**src/rtl/cbus_arbiter_pkg.sv**
```systemverilog
// Shared cache-bus types used by the arbiter and the cache-bus-to-AXI bridge.
package cbus_arbiter_pkg;

    localparam int unsigned CBUS_MAX_INPUTS = 8;
    localparam int unsigned CBUS_ADDR_W     = 32;
    localparam int unsigned CBUS_DATA_W     = 32;
    localparam int unsigned CBUS_STRB_W     = CBUS_DATA_W / 8;
    localparam int unsigned CBUS_MLEN_W     = 4;

    // Burst length is encoded as beats minus one.
    typedef logic [CBUS_MLEN_W-1:0] mlen_t;

    typedef struct packed {
        logic                   valid;
        logic                   is_write;
        logic [CBUS_ADDR_W-1:0] addr;
        logic [CBUS_STRB_W-1:0] strobe;
        logic [CBUS_DATA_W-1:0] data;
        mlen_t                  len;
    } cbus_req_t;

    typedef struct packed {
        logic                   ready;
        logic                   last;
        logic [CBUS_DATA_W-1:0] data;
    } cbus_resp_t;

    typedef enum logic {
        ARB_IDLE = 1'b0,
        ARB_BUSY = 1'b1
    } arb_state_t;

endpackage

```
**src/rtl/cbus_arbiter_rr_pick.sv**
```systemverilog
// Combinational round-robin priority encoder: first valid at or after ptr, modulo NUM_INPUTS.
module cbus_arbiter_rr_pick #(
    parameter int unsigned NUM_INPUTS = 2,
    parameter int unsigned IDX_W      = $clog2(NUM_INPUTS)
) (
    input  logic [NUM_INPUTS-1:0] valid,
    input  logic [IDX_W-1:0]      ptr,
    output logic [IDX_W-1:0]      idx,
    output logic                  any
);

    logic [IDX_W-1:0] cand;

    // Scan offsets from farthest to nearest so the nearest valid requester wins.
    always_comb begin
        idx  = '0;
        any  = 1'b0;
        cand = '0;
        for (int k = int'(NUM_INPUTS) - 1; k >= 0; k--) begin
            cand = IDX_W'((int'(ptr) + k) % int'(NUM_INPUTS));
            if (valid[cand]) begin
                idx = cand;
                any = 1'b1;
            end
        end
    end

endmodule

```
**src/rtl/cbus_arbiter.sv**
```systemverilog
// Round-robin cache-bus arbiter: holds one grant per burst and routes request/response
// between the granted requester and the single bridge port.
module cbus_arbiter
    import cbus_arbiter_pkg::*;
#(
    parameter int unsigned NUM_INPUTS = 2,
    parameter int unsigned IDX_W      = $clog2(NUM_INPUTS)
) (
    input  logic             clk,
    input  logic             reset,
    input  cbus_req_t        ireqs  [NUM_INPUTS],
    output cbus_resp_t       iresps [NUM_INPUTS],
    output cbus_req_t        oreq,
    input  cbus_resp_t       oresp,
    output logic             grant_valid,
    output logic [IDX_W-1:0] grant_idx,
    output logic             proto_err
);

    arb_state_t            state_q, state_d;
    logic [IDX_W-1:0]      grant_d;
    logic [IDX_W-1:0]      rr_ptr_q, rr_ptr_d;
    mlen_t                 beat_q, beat_d;
    logic                  err_d;
    logic [NUM_INPUTS-1:0] req_valid;
    logic [IDX_W-1:0]      pick_idx;
    logic                  pick_any;
    cbus_req_t             cur_req;

    always_comb begin
        req_valid = '0;
        for (int i = 0; i < int'(NUM_INPUTS); i++) begin
            req_valid[i] = ireqs[i].valid;
        end
    end

    cbus_arbiter_rr_pick #(
        .NUM_INPUTS (NUM_INPUTS),
        .IDX_W      (IDX_W)
    ) u_rr_pick (
        .valid (req_valid),
        .ptr   (rr_ptr_q),
        .idx   (pick_idx),
        .any   (pick_any)
    );

    assign cur_req     = ireqs[grant_idx];
    assign grant_valid = (state_q == ARB_BUSY);

    always_ff @(posedge clk) begin
        if (reset) begin
            state_q   <= ARB_IDLE;
            grant_idx <= '0;
            rr_ptr_q  <= '0;
            beat_q    <= '0;
            proto_err <= 1'b0;
        end else begin
            state_q   <= state_d;
            grant_idx <= grant_d;
            rr_ptr_q  <= rr_ptr_d;
            beat_q    <= beat_d;
            proto_err <= err_d;
        end
    end

    // IDLE drives nothing downstream, so the grant always costs one registered cycle.
    always_comb begin
        state_d  = state_q;
        grant_d  = grant_idx;
        rr_ptr_d = rr_ptr_q;
        beat_d   = beat_q;
        err_d    = proto_err;
        oreq     = '0;
        for (int i = 0; i < int'(NUM_INPUTS); i++) begin
            iresps[i] = '0;
        end

        case (state_q)
            ARB_IDLE: begin
                if (pick_any) begin
                    grant_d = pick_idx;
                    beat_d  = '0;
                    state_d = ARB_BUSY;
                end
            end
            ARB_BUSY: begin
                oreq              = cur_req;
                oreq.valid        = 1'b1;
                iresps[grant_idx] = oresp;
                if (!cur_req.valid) begin
                    err_d = 1'b1;
                end
                if (oresp.ready) begin
                    beat_d = beat_q + mlen_t'(1);
                end
                if (oresp.ready && oresp.last) begin
                    if (beat_q != cur_req.len) begin
                        err_d = 1'b1;
                    end
                    rr_ptr_d = (grant_idx == IDX_W'(NUM_INPUTS - 1)) ? '0
                                                                      : grant_idx + IDX_W'(1);
                    grant_d  = '0;
                    state_d  = ARB_IDLE;
                end
            end
            default: state_d = ARB_IDLE;
        endcase
    end

endmodule

```
**config.mk**
```make
export PLATFORM = sky130hd
export DESIGN_NAME = cbus_arbiter
export DESIGN_NICKNAME = d
export VERILOG_FILES = /design/src/rtl/cbus_arbiter_pkg.sv /design/src/rtl/cbus_arbiter_rr_pick.sv /design/src/rtl/cbus_arbiter.sv
export SDC_FILE = /design/constraint.sdc
export NUM_CORES = 1
export LEC_CHECK = 0
export BUFFER_PORTS_ARGS = -buffer_cell sky130_fd_sc_hd__buf_2
export CAP_MARGIN = 10
export CORE_AREA = 2 2 127 129
export DETAILED_ROUTE_END_ITERATION = 16
export DIE_AREA = 0 0 129 131
export PLACE_DENSITY = 0.44
export SETUP_SLACK_MARGIN = 0.4
export SYNTH_ARGS = -nofsm -noshare
export SYNTH_HDL_FRONTEND = slang
export SYNTH_SLANG_ARGS = --single-unit
```
**constraint.sdc**
```tcl
create_clock -name clk -period 1.1 [get_ports clk]
set_input_delay 0.11 -clock clk [delete_from_list [all_inputs] [get_ports clk]]
set_output_delay 0.11 -clock clk [all_outputs]
set_load 0.02 [all_outputs]
```
==> results.ini <==
[yosys]
synth_cell_types=23
yosys_warnings=0
synth_edf_count=0
synth_area_per_cell_sq_um=7.39
synth-async-reset-ratio_pct=0
synthCells=292
synth_flop_cell=dfxtp_1
ys_seq_elements=8
syn_area_sq_mm=0.00216
syn_nets=477
seq_area_frac_synth_pct=7.42

[global_routing]
grt_use_met3_pct=2.08
grt_pass1_vias=3447
grt_pass1_wl_microns=17300
gr-usage-met1_pct=12.6
overflow=0
met2_usage_pct=29.2
top_usage_layer=met2
grt_usage_pct=13.1
grt_antenna_before_repair=0
grt_max_degree=27

[timing]
min_period_over_period_pct=141
hold_viol=0
tns_ns=-57.99
final_max_slew_viol_count=0
setup_viol_count_final=150
period_needed_ns=1.55
layout_setup_ws_ns=-0.450
rsz0062_at_grt=yes
holdWs_ns=0.162
worstMarginPinSlew_ns=0.223
slew_headroom_pct=84.8
skew_ns=0.00153
timing.fmax_mhz=645

[layout]
final_cells=849
final_common_cell=buf_2
fillCellCount=1459
fin_area_sq_mm=0.00639
drive_gt1_share_pct=91.6
syn2layout_area_growth_pct=196
final_cell_mix=buf_2, buf_6, nor2b_4, nor2b_2, and2_4
nNetsFinal=819
multi_input_area_sq_mm=0.00289
ff_latch_area_sq_um=170

[status]
status=complete, but fails checks
violations=setup timing

[critical_path]
critPathCaptureType=output pin
worst-setup-path-type=reg2out
crit_fanout=6
critPathLaunchType=flop
arrival_ns=1.44
required_ns=0.99

[routing]
drt_pass1_iterations=4
finalWirelength_microns=13000
routed_via_density=4.10
dr_total_vias=3479
wl_per_cell_microns=15.4
ant_nets=0
route.detailed.drc=0
drt_iter0_drc=31

[placement]
dp_hpwl_microns=9110
dp_cells=821
gp_congestion=0.753
dpl_cell_area_sq_mm=0.00478
io_buffers=328

[die]
die_area_sq_mm=0.0169
die_w_microns=129
die_height_microns=131
core_area_sq_mm=0.0156
row_count=46
initial_utilization_pct=13.8
io-pin-count=329

[clock_network]
clockBufferDepth=2
cts_sinks=8
numCtsBuffers=3
cts_root_buffer=clkbuf_16
cts_tree=built
clkLatencyLatePin_ns=0.24
cts_hold_buf=0
cts_htree_levels=1
path_clk_slew_ns=0.04

[pwr]
peakVddDrop_v=0.000464
p_per_area_mw_per_mm2=710
p_leak_nw=3.04

[worst_hold_path]
hp-class=in2reg

[flow_run]
cap_violations=0

-- sequential cells by signal (all words and copies together), names as in the netlist --
signal,cells
proto_err,1
rr_ptr_q,1
grant_idx,1
beat_q,4
grant_valid,1
-- what timing repair did --
| item | CTS | global route |
|---|---|---|
| pin swaps | 8 | 5 |
| resized for setup | 175 | 118 |
| buffers inserted | 12 | 1 |
| gates cloned | 8 | 3 |
| setup endpoints to repair | 153 | 153 |
-- worst max-delay path: stages (launching register included) --
cell     delay (ns)
dfxtp_4        0.43
buf_12         0.17
buf_16         0.16
mux2i_4        0.25
nor2b_4        0.06
buf_6          0.13
-- layout make-up --
| class | count | area share (%) |
|---|---|---|
| flip-flops and latches | 8 | 2.66 |
| well taps | 216 | 4.23 |
| clock buffers | 3 | 1.17 |
| repair buffers | 367 | 46.7 |
| multi-input cells | 254 | 45.2 |
| diodes | 1 | 0.0392 |
-- where the power goes --
part           internal [mW]  switching [mW]
registers              0.309          0.0293
clock network          0.470           0.156
logic                   1.99            1.58
total                   2.77            1.77
-- per-stage QoR --
stage | worst slack (ns) | util, % | power (mW)
6_report | -0.450 | 41.0 | 4.54
5_1_grt | -0.527 | 41.0 | 4.77
4_1_cts | -0.467 | 37.6 | 4.23
3_5_place_dp | -0.277 | 30.7 | 2.87
3_3_place_gp | -0.236 | 30.7 | 2.85
2_1_floorplan | -0.138 | - | 2.05
-- cell usage after synthesis (4+ instances only) --
| cell type | number | area [sq um] |
|---|---|---|
| nor2b_1 | 73 | 457 |
| nand3_1 | 6 | 30.0 |
| and2_1 | 34 | 213 |
| a21oi_1 | 5 | 25.0 |
| nand2_1 | 5 | 18.8 |
| clkbuf_1 | 17 | 63.8 |
| xor2_1 | 5 | 43.8 |
| nor2_1 | 7 | 26.3 |
| buf_2 | 4 | 20.0 |
| mux2i_1 | 74 | 741 |
| and3_1 | 34 | 213 |
| buf_4 | 7 | 52.6 |
| dfxtp_1 | 8 | 160 |
-- per-layer routing --
layer  part of all wire [%]  vias to the layer above
met2                     58                      197
met5                      0                        -
met1                     34                     1597
met3                    7.5                        9
li1                       -                     1676
met4                   0.63                        0
-- cell families (layout without fill, tap and decap cells) --
kind of cell,after synthesis,in the layout,synth area share (%)
buffers and inverters,30,370,7.02
flip-flops,8,8,7.42
AO/OA/AOI/OAI,6,6,1.57
AND/OR/NAND/NOR,167,167,46.6
XOR/XNOR,6,6,2.44
multiplexers,74,74,34.3
other,0,1,0
adder cells (fa/ha/maj),1,1,0.580
-- worst paths after layout --
kind	start	endpoint	slack (ns)	cells after the start
hold reg to reg	rr_ptr_q$_SDFFE_PP0P_	rr_ptr_q$_SDFFE_PP0P_	0.50	2
hold / removal	reset	grant_valid$_SDFF_PP0_	0.16	2
setup / recovery	grant_idx$_SDFFE_PP0P_	oreq[57]	-0.45	5
setup reg to reg	grant_idx$_SDFFE_PP0P_	proto_err$_SDFFE_PP0P_	-0.40	6
No activity file was read; power rests on OpenSTA's default activity.
